[src/rtl/coef_mac_engine_if.sv]
// Control/consumer bus of the coefficient MAC engine: coefficient load port,
// start/operand inputs and the registered result handshake.
interface coef_mac_engine_if #(
  parameter int DATA_W = 16,
  parameter int DEPTH  = 8,
  parameter int ACC_W  = 32,
  parameter int AW     = $clog2(DEPTH)
);
  logic              coef_we;
  logic [AW-1:0]     coef_addr;
  logic [DATA_W-1:0] coef_wdata;
  logic              start;
  logic [DATA_W-1:0] b_in;
  logic [AW:0]       count;
  logic              sgn;
  logic              busy;
  logic              done;
  logic [ACC_W-1:0]  result;
  logic              overflow;

  modport master (
    output coef_we, coef_addr, coef_wdata, start, b_in, count, sgn,
    input  busy, done, result, overflow
  );

  modport slave (
    input  coef_we, coef_addr, coef_wdata, start, b_in, count, sgn,
    output busy, done, result, overflow
  );
endinterface

[src/rtl/coef_mac_engine.sv]
// Sequential multiply-accumulate: result = sum over L terms of coef[i]*B,
// signed or unsigned, with sticky overflow and a start/busy/done handshake.
module coef_mac_engine #(
  parameter int DATA_W = 16,
  parameter int DEPTH  = 8,
  parameter int ACC_W  = 32,
  parameter int AW     = $clog2(DEPTH)
) (
  input logic              clk,
  input logic              rst,
  coef_mac_engine_if.slave mac_if
);

  localparam logic [0:0]  S_IDLE  = 1'b0;
  localparam logic [0:0]  S_RUN   = 1'b1;
  localparam logic [AW:0] DEPTH_L = (AW+1)'(DEPTH);
  localparam logic [AW:0] ONE_L   = (AW+1)'(1);
  localparam logic [AW:0] ZERO_L  = (AW+1)'(0);

  if (ACC_W < 2*DATA_W) begin : g_acc_w_check
    $error("coef_mac_engine: ACC_W must be at least 2*DATA_W");
  end

  // Product of two DATA_W operands, extended to the accumulator width.
  // Extending both operands to 2*DATA_W first makes one multiplier serve both modes.
  function automatic logic [ACC_W-1:0] ext_prod(input logic [DATA_W-1:0] a,
                                                input logic [DATA_W-1:0] b,
                                                input logic              s);
    logic [2*DATA_W-1:0] ea;
    logic [2*DATA_W-1:0] eb;
    logic [2*DATA_W-1:0] p;
    ea = {{DATA_W{a[DATA_W-1] & s}}, a};
    eb = {{DATA_W{b[DATA_W-1] & s}}, b};
    p  = ea * eb;
    if (s) begin
      return ACC_W'($signed(p));
    end else begin
      return ACC_W'(p);
    end
  endfunction

  function automatic logic add_ovf(input logic [ACC_W-1:0] x,
                                   input logic [ACC_W-1:0] y,
                                   input logic             s);
    logic [ACC_W:0] w;
    w = {1'b0, x} + {1'b0, y};
    if (s) begin
      return (x[ACC_W-1] == y[ACC_W-1]) && (w[ACC_W-1] != x[ACC_W-1]);
    end else begin
      return w[ACC_W];
    end
  endfunction

  logic [DATA_W-1:0] coef_q [DEPTH];
  logic [0:0]        state_q,    state_d;
  logic [ACC_W-1:0]  acc_q,      acc_d;
  logic [AW:0]       idx_q,      idx_d;
  logic [AW:0]       len_q,      len_d;
  logic [DATA_W-1:0] b_q,        b_d;
  logic              sgn_q,      sgn_d;
  logic              ovf_q,      ovf_d;
  logic              busy_q,     busy_d;
  logic              done_q,     done_d;
  logic [ACC_W-1:0]  result_q,   result_d;
  logic              overflow_q, overflow_d;

  logic              wr_en_s;
  logic [AW:0]       len_s;
  logic [AW:0]       idx_nxt_s;
  logic [ACC_W-1:0]  prod_s;
  logic [ACC_W-1:0]  sum_s;
  logic              add_ovf_s;

  assign wr_en_s   = mac_if.coef_we && (state_q == S_IDLE) && ({1'b0, mac_if.coef_addr} < DEPTH_L);
  assign len_s     = ((mac_if.count == ZERO_L) || (mac_if.count > DEPTH_L)) ? DEPTH_L : mac_if.count;
  assign idx_nxt_s = idx_q + ONE_L;
  assign prod_s    = ext_prod(coef_q[idx_q[AW-1:0]], b_q, sgn_q);
  assign sum_s     = acc_q + prod_s;
  assign add_ovf_s = add_ovf(acc_q, prod_s, sgn_q);

  // Next-state logic of the IDLE/RUN sequencer and its datapath registers.
  always_comb begin
    state_d    = state_q;
    acc_d      = acc_q;
    idx_d      = idx_q;
    len_d      = len_q;
    b_d        = b_q;
    sgn_d      = sgn_q;
    ovf_d      = ovf_q;
    busy_d     = busy_q;
    done_d     = 1'b0;
    result_d   = result_q;
    overflow_d = overflow_q;
    case (state_q)
      S_IDLE: begin
        if (mac_if.start) begin
          b_d     = mac_if.b_in;
          sgn_d   = mac_if.sgn;
          len_d   = len_s;
          acc_d   = {ACC_W{1'b0}};
          idx_d   = ZERO_L;
          ovf_d   = 1'b0;
          busy_d  = 1'b1;
          state_d = S_RUN;
        end else begin
          busy_d  = 1'b0;
        end
      end
      S_RUN: begin
        acc_d = sum_s;
        ovf_d = ovf_q | add_ovf_s;
        idx_d = idx_nxt_s;
        if (idx_nxt_s == len_q) begin
          result_d   = sum_s;
          overflow_d = ovf_q | add_ovf_s;
          done_d     = 1'b1;
          busy_d     = 1'b0;
          state_d    = S_IDLE;
        end else begin
          busy_d     = 1'b1;
        end
      end
      default: begin
        state_d = S_IDLE;
        busy_d  = 1'b0;
      end
    endcase
  end

  // Sequencer, datapath and output registers.
  always_ff @(posedge clk or posedge rst) begin
    if (rst) begin
      state_q    <= S_IDLE;
      acc_q      <= {ACC_W{1'b0}};
      idx_q      <= ZERO_L;
      len_q      <= DEPTH_L;
      b_q        <= {DATA_W{1'b0}};
      sgn_q      <= 1'b0;
      ovf_q      <= 1'b0;
      busy_q     <= 1'b0;
      done_q     <= 1'b0;
      result_q   <= {ACC_W{1'b0}};
      overflow_q <= 1'b0;
    end else begin
      state_q    <= state_d;
      acc_q      <= acc_d;
      idx_q      <= idx_d;
      len_q      <= len_d;
      b_q        <= b_d;
      sgn_q      <= sgn_d;
      ovf_q      <= ovf_d;
      busy_q     <= busy_d;
      done_q     <= done_d;
      result_q   <= result_d;
      overflow_q <= overflow_d;
    end
  end

  // Coefficient store; a same-cycle start sees the write from its first term.
  always_ff @(posedge clk or posedge rst) begin
    if (rst) begin
      for (int i = 0; i < DEPTH; i++) begin
        coef_q[i] <= DATA_W'(i + 1);
      end
    end else if (wr_en_s) begin
      coef_q[mac_if.coef_addr] <= mac_if.coef_wdata;
    end
  end

  assign mac_if.busy     = busy_q;
  assign mac_if.done     = done_q;
  assign mac_if.result   = result_q;
  assign mac_if.overflow = overflow_q;

endmodule

[src/flat_wrapper.sv]
// flat-port wrapper written by rule: the top's interface ports become plain ports
module coef_mac_engine_flat 
#(
  parameter int DATA_W = 16,
  parameter int DEPTH  = 8,
  parameter int ACC_W  = 32,
  parameter int AW     = $clog2(DEPTH)
)
  (clk, rst, mac_if_coef_we, mac_if_coef_addr, mac_if_coef_wdata, mac_if_start, mac_if_b_in, mac_if_count, mac_if_sgn, mac_if_busy, mac_if_done, mac_if_result, mac_if_overflow);
  coef_mac_engine_if #(.DATA_W(DATA_W), .DEPTH(DEPTH), .ACC_W(ACC_W), .AW(AW)) mac_if_i ();
  input logic clk;
  input logic rst;
  input wire logic [$bits(mac_if_i.coef_we)-1:0] mac_if_coef_we;
  input wire logic [$bits(mac_if_i.coef_addr)-1:0] mac_if_coef_addr;
  input wire logic [$bits(mac_if_i.coef_wdata)-1:0] mac_if_coef_wdata;
  input wire logic [$bits(mac_if_i.start)-1:0] mac_if_start;
  input wire logic [$bits(mac_if_i.b_in)-1:0] mac_if_b_in;
  input wire logic [$bits(mac_if_i.count)-1:0] mac_if_count;
  input wire logic [$bits(mac_if_i.sgn)-1:0] mac_if_sgn;
  output wire logic [$bits(mac_if_i.busy)-1:0] mac_if_busy;
  output wire logic [$bits(mac_if_i.done)-1:0] mac_if_done;
  output wire logic [$bits(mac_if_i.result)-1:0] mac_if_result;
  output wire logic [$bits(mac_if_i.overflow)-1:0] mac_if_overflow;
  assign mac_if_i.coef_we = mac_if_coef_we;
  assign mac_if_i.coef_addr = mac_if_coef_addr;
  assign mac_if_i.coef_wdata = mac_if_coef_wdata;
  assign mac_if_i.start = mac_if_start;
  assign mac_if_i.b_in = mac_if_b_in;
  assign mac_if_i.count = mac_if_count;
  assign mac_if_i.sgn = mac_if_sgn;
  assign mac_if_busy = mac_if_i.busy;
  assign mac_if_done = mac_if_i.done;
  assign mac_if_result = mac_if_i.result;
  assign mac_if_overflow = mac_if_i.overflow;
  coef_mac_engine #(.DATA_W(DATA_W), .DEPTH(DEPTH), .ACC_W(ACC_W), .AW(AW)) u_core (.clk(clk), .rst(rst), .mac_if(mac_if_i));
endmodule
[config.mk]
export PLATFORM = sky130hd
export DESIGN_NAME = coef_mac_engine_flat
export DESIGN_NICKNAME = d
export VERILOG_FILES = /design/src/rtl/coef_mac_engine_if.sv /design/src/rtl/coef_mac_engine.sv /design/src/flat_wrapper.sv
export SDC_FILE = /design/constraint.sdc
export NUM_CORES = 1
export LEC_CHECK = 0
export ABC_AREA = 0
export ABC_CLOCK_PERIOD_IN_PS = 8800
export BUFFER_PORTS_ARGS = -buffer_cell sky130_fd_sc_hd__buf_4
export CAP_MARGIN = 25
export CORE_ASPECT_RATIO = 1.4
export CORE_UTILIZATION = 40
export CTS_CLUSTER_SIZE = 8
export DETAILED_ROUTE_END_ITERATION = 12
export GPL_ROUTABILITY_DRIVEN = 0
export PLACE_DENSITY_LB_ADDON = 0.3
export SYNTH_ARGS = -nofsm -noshare
export SYNTH_HDL_FRONTEND = slang
export SYNTH_SLANG_ARGS = --single-unit
[constraint.sdc]
create_clock -name clk -period 8.8 [get_ports clk]
set_input_delay 0.88 -clock clk [delete_from_list [all_inputs] [get_ports clk]]
set_output_delay 0.88 -clock clk [all_outputs]
set_load 0.01 [all_outputs]
==> results.md, run 1 <==
* Global-route wire length before repair at 89,300 um
* Slew @ Worst Pin at 1100 ps
* Register bit total from synthesis at 221
* Vias at 15,100
* Layout cell share with drive strength beyond 1 at 22.6%
* Initial antenna violation count at 0
* Layout fillers at 4,856
* Critical Path Fanout Max at 6
* Ys async rst share at 100%
* Max-cap check violation count at 0
* Ys Warns at 0
* Worst setup margin at between 150 and 200 ps
* CTS tree: yes
* CP top delay family: adder cells
* Post-synthesis area per instance at approximately 11 um^2
* Relative slew slack at 26.8%
* # DRC at 0
* Final Hold Viols at 0
* Number of synthesized flops with an enable pin at 0
* Most common cell after layout, fill and taps aside: inv_1
* Final HPWL DP at 42,000 um
* Overall global routing resource usage at between 20% and 30%
* Initial detailed-routing violation count at between 600 and 700
* HP Class: input pin to async pin
* Core Region at 53,400 um^2
* Worst path buffer plus inverter count at 6
* Layout Nets at 2,627
* Antenna Cells at 0
* Slowest cell delay on critical path at 550 ps
* Routed Antenna Nets at 0
* FF/Latch Area at 5550 um^2
* Initial Util at 40.7%
* Final WL at 55,500 um
* Netlist cell types at 64
* Post-place setup slack at roughly 21 ps
* Final setup violation count at 0
* FMAX at 116 MHz
* Num CTS Buffers at 34
* Clock Latency Late Sink at 560 ps
* # clock sinks at about 220
* FP Rows at 100
* Status: completed
* H-tree depth at 2
* Worst setup SP type: flop
* Commonest cells after routing, fill and taps aside: inv_1 (376), fa_1 (280), dfrtp_1 (205)
* Crit-path most repeated cell: fa_1
* Synth Cell Area at 21,700 um^2
* Ports at 79
* Primary FF master, synth: dfrtp_1
* Clk buf depth at 3
* Final Slew Violations at 0
* Hold_buf cts at 0
* Vias in the first global route at about 17,000
* First drt pass iteration count at 7
* Syn nets at 2,508
* Clock skew at 37.0 ps
* Tmin final at approximately 8600 ps
* Routed wire per std cell at around 19 um
* Critical path class: flop to flop
* Slowest CP cell: mux4_2
* Fin crit share at a little over nine tenths
* R2r setup slk at 160 ps
* Mapped Cells at 2,065
* DIE WIDTH at 199 um
* Remaining global-route overflow at 0
* Worst Setup End Kind: flop
* Largest net degree at the start of global routing at ~110
* WP data arrival at 9050 ps
* Clock root cell: clkbuf_16
* Area Overhead vs Synth at 15.7%
* Die Height at ~280 um
* Die area at 55,300 um^2
* Sequential share of the synthesized area at around a quarter
* IO Port Bufs at 78
* Clk slew on worst S/H paths at 50 ps
* Multi-input gate area at 14,800 um^2
* Via/cell ratio at 5.17
* Req. time, crit path at just over 9000 ps
metrics by stage:
stage / utilization (%) / instances / hold WS (ps) / cell area [um^2] / TNS, ps
2_1_floorplan: - / 2065 / 469 / 21700 / 0
3_3_place_gp: 43.7 / 2824 / 482 / 23300 / 0
3_5_place_dp: 43.8 / 2826 / 488 / 23400 / 0
4_1_cts: 45.8 / 2888 / 331 / 24500 / 0
5_1_grt: 47.1 / 2922 / 364 / 25100 / -445
6_report: 47.1 / 2922 / 340 / 25100 / 0
cells by family after synthesis:
family,share of synthesized area (%)
AOI/OAI and AO/OA,6.29
xor gates and xnor gates,2.86
adders and majority gates,32.8
buffers and inverters,7.95
DFF,25.5
muxes,13.0
and+or+nand+nor,11.6
flip-flops by register name (all words and copies together), names as in the netlist:
register / flops
u_core.sgn_q: 1
u_core.idx_q: 4
u_core.state_q: 1
u_core.acc_q: 32
u_core.b_q: 16
u_core.ovf_q: 1
u_core.mac_if.result: 32
u_core.mac_if.overflow: 1
u_core.coef_q: 128
u_core.mac_if.done: 1
u_core.len_q: 4
metal layers:
layer  global-route usage, %  wire length (um)
met5                       0                 0
met1                    25.5             22400
met2                    37.2             29400
met4                    7.38              1740
met3                    2.32              1940
what timing repair did:
action	in CTS	in global routing
setup buffers	2	27
cloned	0	7
pin swaps	2	26
setup endpoints to repair	4	24
resized for setup	3	67
worst reg2reg max path: cells and delay by family (launching register included):
kind	cells	cell delay (ps)
compound gates	9	1680
xor+xnor	1	170
fa+ha+maj	8	3670
buf+inv	6	500
flops	1	390
mux	2	880
simple gates	7	1220
cell usage after synthesis (all sizes together), types with 3 or more instances:
cell	count	area (um^2)
inv	379	1420
fa	283	5670
dfrtp	207	5180
mux2	184	2070
nand2	170	638
and2	120	751
ha	116	1450
clkbuf	63	236
o21ai	52	260
xnor2	51	447
a21oi	49	249
nor2	48	180
nor2b	43	269
mux4	32	721
nand2b	29	181
a21o	22	165
and3	22	138
xor2	20	175
buf	16	67.6
nand3	15	75.1
dfstp	14	368
nor3	11	55.1
o21a	11	82.6
o211ai	10	75.1
a211oi	9	85.1
a31oi	9	56.3
o21bai	9	67.6
nand3b	8	60.1
or3	7	48.8
a31o	6	52.6
nor3b	5	37.5
o22ai	5	31.3
nand4	4	25.0
o311a	4	51.3
a211o	3	26.3
a41oi	3	26.3
mux2i	3	30.0
path summary, 6_finish.rpt:
check | depth (start not counted) | end | from
setup / recovery | 33 | u_core.acc_q[30] | u_core.idx_q[0]
hold / removal | 2 | u_core.acc_q[5] | rst
setup reg to reg | 33 | u_core.acc_q[30] | u_core.idx_q[0]
hold reg to reg | 1 | u_core.coef_q[91] | u_core.coef_q[91]
max in group asynchronous | 4 | u_core.mac_if.result[31] | rst
min in group clk | 1 | u_core.coef_q[91] | u_core.coef_q[91]
cell type report:
| type | instances | area share [%] |
|---|---|---|
| clock buffer | 56 | 3.79 |
| clock inverter | 4 | 0.438 |
| inverter | 379 | 5.69 |
| multi-input combinational | 1389 | 58.9 |
| sequential | 221 | 22.1 |
| tap | 714 | 3.55 |
| timing repair buffer | 159 | 5.56 |
Power of run 1 is left out: the tool's default activity adds up to more than one toggle a clock period on the data nets, which glitch-free logic cannot reach.
==> run 2, diff against run 1 <==
--- a/config.mk
+++ b/config.mk
@@ -10,11 +10,13 @@
 export BUFFER_PORTS_ARGS = -buffer_cell sky130_fd_sc_hd__buf_4
 export CAP_MARGIN = 25
 export CORE_ASPECT_RATIO = 1.4
+export CORE_MARGIN = 8
 export CORE_UTILIZATION = 40
 export CTS_CLUSTER_SIZE = 8
 export DETAILED_ROUTE_END_ITERATION = 12
 export GPL_ROUTABILITY_DRIVEN = 0
 export PLACE_DENSITY_LB_ADDON = 0.3
+export REMOVE_ABC_BUFFERS = 1
 export SYNTH_ARGS = -nofsm -noshare
 export SYNTH_HDL_FRONTEND = slang
 export SYNTH_SLANG_ARGS = --single-unit
==> run 2 against run 1 <==
  * Clock skew is 15 ps lower
  * Largest cell class unchanged
  * Register-to-register slack better by 110 ps
  * Worst hold slack worse by 55 ps
  * Highest routed layer unchanged
  * Final cell count is 0.21% lower
==> results.md, run 2 (same netlist as run 1, synthesis figures left out) <==
* Worst setup margin at between 200 and 300 ps
* Clock Latency Late Sink at 540 ps
* Layout fillers at 5,007
* FF/Latch Area at 5550 um^2
* R2r setup slk at 280 ps
* Routed wire per std cell at 19.6 um
* First drt pass iteration count at 5
* Req. time, crit path at 9210 ps
* CTS tree: yes
* Vias at 15,200
* Crit-path most repeated cell: fa_1
* Via/cell ratio at around 5.2
* Largest net degree at the start of global routing at 139
* Worst setup SP type: flop
* Overall global routing resource usage at around 18%
* Die area at 62,100 um^2
* Post-place setup slack at roughly 110 ps
* Slowest cell delay on critical path at 560 ps
* Num CTS Buffers at 34
* Initial antenna violation count at 1
* HP Class: input pin to async pin
* IO Port Bufs at just under 80
* Busiest layer in global routing: met2
* FP Rows at 101
* Max-cap check violation count at 0
* M3 GR Usage at roughly 2.5%
* Area Overhead vs Synth at 15.4%
* Relative slew slack at 30.0%
* Global-route wire length before repair at 88,900 um
* DIE WIDTH at 213 um
* Number of flip-flops in the largest register at ~130
* Worst path buffer plus inverter count at 6
* Slowest CP cell: fa_2
* Clk buf depth at 3
* WP data arrival at 8940 ps
* Critical Path Fanout Max at 8
* Hold_buf cts at 0
* Commonest cells after routing, fill and taps aside: inv_1 (376), fa_1 (278), dfrtp_1 (205)
* Vias in the first global route at 16,500
* CP top delay family: adder cells
* Most common cell after layout, fill and taps aside: inv_1
* Clock skew at 21.9 ps
* FMAX at around 120 MHz
* Register name with the most flops: u_core.coef_q
* Final HPWL DP at around 43,000 um
* Critical path class: flop to flop
* Status: completed
* Remaining global-route overflow at 0
* Layout Nets at roughly 2,600
* Ports at 79
* Worst Setup End Kind: flop
* Final setup violation count at 0
* Die Height at 292 um
* Final WL at 57,200 um
* H-tree depth at 2
* Final Slew Violations at 0
* Multi-input gate area at 14,900 um^2
* Met2 Usage GRT at 33.8%
* Routed Antenna Nets at 0
* Initial detailed-routing violation count at 716
* Met1 Track Usage GR at between 10% and 20%
* Fin crit share at 96.9%
* # DRC at 0
* Hold Slack at 285 ps
* # clock sinks at 221
* Final Hold Viols at 0
* Layout cell share with drive strength beyond 1 at 22.7%
* Clock root cell: clkbuf_16
* Core Region at between 50,000 and 60,000 um^2
* Initial Util at 40.3%
* Slew @ Worst Pin at 1050 ps
* Clk slew on worst S/H paths at 60 ps
* Tmin final at 8520 ps
run 2: cell count changes in the layout (fill, tap and decap cells not counted), sizes merged:
cell / delta
inv: +1
clkbuf: -8
mux2: -1
buf: -5
bufinv: -1
diode: +1
run 2: worst paths after layout:
path,start,to,cells after the start
max in group asynchronous,rst,u_core.coef_q[56],5
max,u_core.idx_q[0],u_core.mac_if.result[31],31
min,rst,u_core.mac_if.result[2],2
min reg2reg,u_core.coef_q[5],u_core.coef_q[5],1
max reg2reg,u_core.idx_q[0],u_core.mac_if.result[31],31
min in group clk,u_core.coef_q[5],u_core.coef_q[5],1
run 2: per-layer routing:
metal,share of wire [%],routed length (um),vias up
met1,36,20700,7854
met2,55,31300,330
met3,3.5,1990,145
met4,5.5,3150,0
met5,0,0,-
li1,-,-,6823
run 2: area by class of cell:
type / instances / area share (%)
Sequential cell: 221 / 22.1
Antenna cell: 1 / 0.00998
Tap cell: 721 / 3.60
Inverter: 379 / 5.70
Clock inverter: 4 / 0.170
Multi-Input combinational cell: 1388 / 59.2
Timing Repair Buffer: 153 / 5.49
Clock buffer: 49 / 3.66
run 2: repair_timing:
action,4_1_cts,5_1_grt
buffers inserted,0,28
setup endpoints to repair,0,24
gates resized for setup,0,83
run 2: per-stage QoR:
stage                     cells  setup TNS, ps  utilization, %  area (um^2)
after floorplan            1986          -6640               -        21400
after global placement     2825              0            43.2        23300
after detailed placement   2827              0            43.3        23400
after CTS                  2880              0            45.1        24300
after global routing       2916           -142            46.5        25100
final                      2916              0            46.5        25100
Power of run 2 is left out for the same reason.
==> run 3, diff against run 2 <==
--- a/config.mk
+++ b/config.mk
@@ -5,7 +5,7 @@
 export SDC_FILE = /design/constraint.sdc
 export NUM_CORES = 1
 export LEC_CHECK = 0
-export ABC_AREA = 0
+export ABC_AREA = 1
 export ABC_CLOCK_PERIOD_IN_PS = 8800
 export BUFFER_PORTS_ARGS = -buffer_cell sky130_fd_sc_hd__buf_4
 export CAP_MARGIN = 25
==> run 3 against run 2 <==
  * Critical path depth is 3 higher
  * Clock-buffer cell count is 1 lower
  * First-iteration DRC count is 67% higher
  * Cell area down 0.28%
  * Register-to-register slack better by 220 ps
  * Global-route usage is 2.5 points higher
  * Largest cell class unchanged
  * Area after synthesis grew 4.2%
  * Fmax increased by 2.7%
  * Via count grew 23%
  * Non-clock buffer count fell by 35
==> results.md, run 3 <==
* Status: completed
* Commonest cells in the netlist: nand2_1 (632), inv_1 (537), fa_1 (283), nor2_1 (254), o21ai_0 (215)
* WP data arrival at 8760 ps
* Yosys top cell by area: fa_1
* Synth Cell Area at 22,600 um^2
* Num CTS Buffers at 34
* First drt pass iteration count at 6
* Reg2reg path depth at 34
* FMAX at 120 MHz
* Count leader, synth: nand2_1
* Ys async rst share at 100%
* Routed wire per std cell at between 15 and 20 um
* Antenna Cells at 0
* CTS tree: yes
* Req. time, crit path at 9260 ps
* Post_cts resized at 0
* Initial Util at 40.3%
* Layout Nets at 3,322
* Worst R2R Start: u_core.idx_q[0]
* Global-route wire length before repair at around 110,000 um
* Vias at 18,600
* Crit-path most repeated cell: nand2_1
* Tmin final at 8300 ps
* Clock Latency Late Sink at 560 ps
* Initial antenna violation count at 0
* Final HPWL DP at 51,400 um
* Post-synthesis area per instance at 8.03 um^2
* Final Slew Violations at 0
* Most common cell after layout, fill and taps aside: nand2_1
* FP Rows at 103
* Slew @ Worst Pin at 926 ps
* Clk slew on worst S/H paths at 50 ps
* Routed Antenna Nets at 0
* Via/cell ratio at 5.12
* HP Class: input pin to async pin
* Layout cell share with drive strength beyond 1 at 10.7%
* Final Hold Viols at 0
* DIE WIDTH at between 200 and 250 um
* Worst r2r dst: u_core.mac_if.result[18]
* Mapped Cells at about 2,800
* # DRC at 0
* Fin crit share at 94.3%
* H-tree depth at 2
* Die area at roughly 65,000 um^2
* Final setup violation count at 0
* R2r setup slk at around 500 ps
* Die Height at between 200 and 300 um
* # clock sinks at 221
* Number of synthesized flops with an enable pin at 0
* Hold_buf cts at 0
* Vias in the first global route at 20,300
* Critical Path Fanout Max at 29
* Final WL at 65,000 um
* Critical path class: flop to flop
* Register name with the most flops: u_core.coef_q
* Ports at 79
* Clock skew at 36.6 ps
* IO Port Bufs at 78
* Clock root cell: clkbuf_16
* Slowest cell delay on critical path at 590 ps
* Area Overhead vs Synth at 10.4%
* Slowest CP cell: fa_1
* Max-cap check violation count at 0
* Hold Slack at 401 ps
* Primary FF master, synth: dfrtp_1
* Initial detailed-routing violation count at between 1,000 and 1,500
* Worst Setup End Kind: flop
* Sequential share of the synthesized area at 24.5%
* Overall global routing resource usage at 20.7%
* Largest net degree at the start of global routing at ~110
* Number of flip-flops in the largest register at between 100 and 150
* Clk buf depth at 3
* Register bit total from synthesis at around 220
* Top post-synthesis cells by area: fa_1 (25%), dfrtp_1 (23%), nand2_1 (10%), inv_1 (8.9%), ha_1 (6.4%)
* Remaining global-route overflow at 0
* Commonest cells after routing, fill and taps aside: nand2_1 (626), inv_1 (532), fa_1 (282)
* Worst setup SP type: flop
* Netlist cell types at 53
* Post-CTS Setup Inserts at 0
* Ys Warns at 0
* Core Region at 56,200 um^2
* Post-synth top area share at 25.0%
* Relative slew slack at 38.3%
[run 3: cell types whose count changed after synthesis, moves of 120 or more]
cell / change
nand2_1: +462
inv_1: +158
mux2_2: -184
and2_1: -120
nor2_1: +206
o21ai_0: +172
[run 3: critical path, delay by kind of cell (launching register included)]
kind            cells  cell delay, ps
compound gates      4             950
flops               1             430
buf+inv             9            1120
fa+ha+maj           8            3710
xor+xnor            2             480
simple gates       11            1510
[run 3: metal layers]
| layer | global-route usage (%) | vias up | share of wire, % |
|---|---|---|---|
| met2 | 37.4 | 551 | 52 |
| met1 | 22.8 | 9119 | 37 |
| li1 | - | 8736 | - |
| met3 | 2.76 | 175 | 4.4 |
| met4 | 12.0 | 0 | 6.4 |
| met5 | 0 | - | 0 |
[run 3: logic make-up (layout without fill, tap and decap cells)]
logic type / count (synthesis) / after routing / share of synthesized area [%]
adder cells (fa/ha/maj): 399 / 399 / 31.4
XOR/XNOR: 48 / 48 / 1.89
flip-flops: 221 / 221 / 24.5
buffers and inverters: 649 / 724 / 11.7
AO/OA/AOI/OAI: 386 / 386 / 9.53
AND/OR/NAND/NOR: 1118 / 1118 / 21.0
[run 3: layout make-up]
class	count	area, um^2
clock buffers	48	913
clock inverters	5	68.8
fillers	5724	31200
inverters	553	2110
multi-input cells	1951	14500
flip-flops and latches	221	5550
well taps	735	920
repair buffers	118	966
[run 3: stage by stage]
step                setup TNS (ps)  utilization, %  cells  instance area [um^2]  worst slack (ps)
detailed placement               0            42.7   3578                 24000               417
floorplan                     -114               -   2725                 22100             -39.5
finish                           0            44.5   3631                 25000               500
global route                 -34.3            44.5   3631                 25000             -22.9
global placement                 0            42.5   3575                 23900               392
CTS                              0            44.4   3631                 25000               343
[run 3: worst max path at each step]
stage	startpoint	endpoint	slack [ps]
after floorplan	u_core.idx_q[0]	u_core.mac_if.result[31]	-40
final	u_core.idx_q[0]	u_core.mac_if.result[18]	500
after global routing	u_core.idx_q[0]	u_core.mac_if.overflow	-20
after global placement	u_core.idx_q[0]	u_core.mac_if.overflow	390
after CTS	u_core.idx_q[0]	u_core.mac_if.result[27]	340
after detailed placement	u_core.idx_q[0]	u_core.mac_if.result[31]	420
Power of run 3 is left out for the same reason.
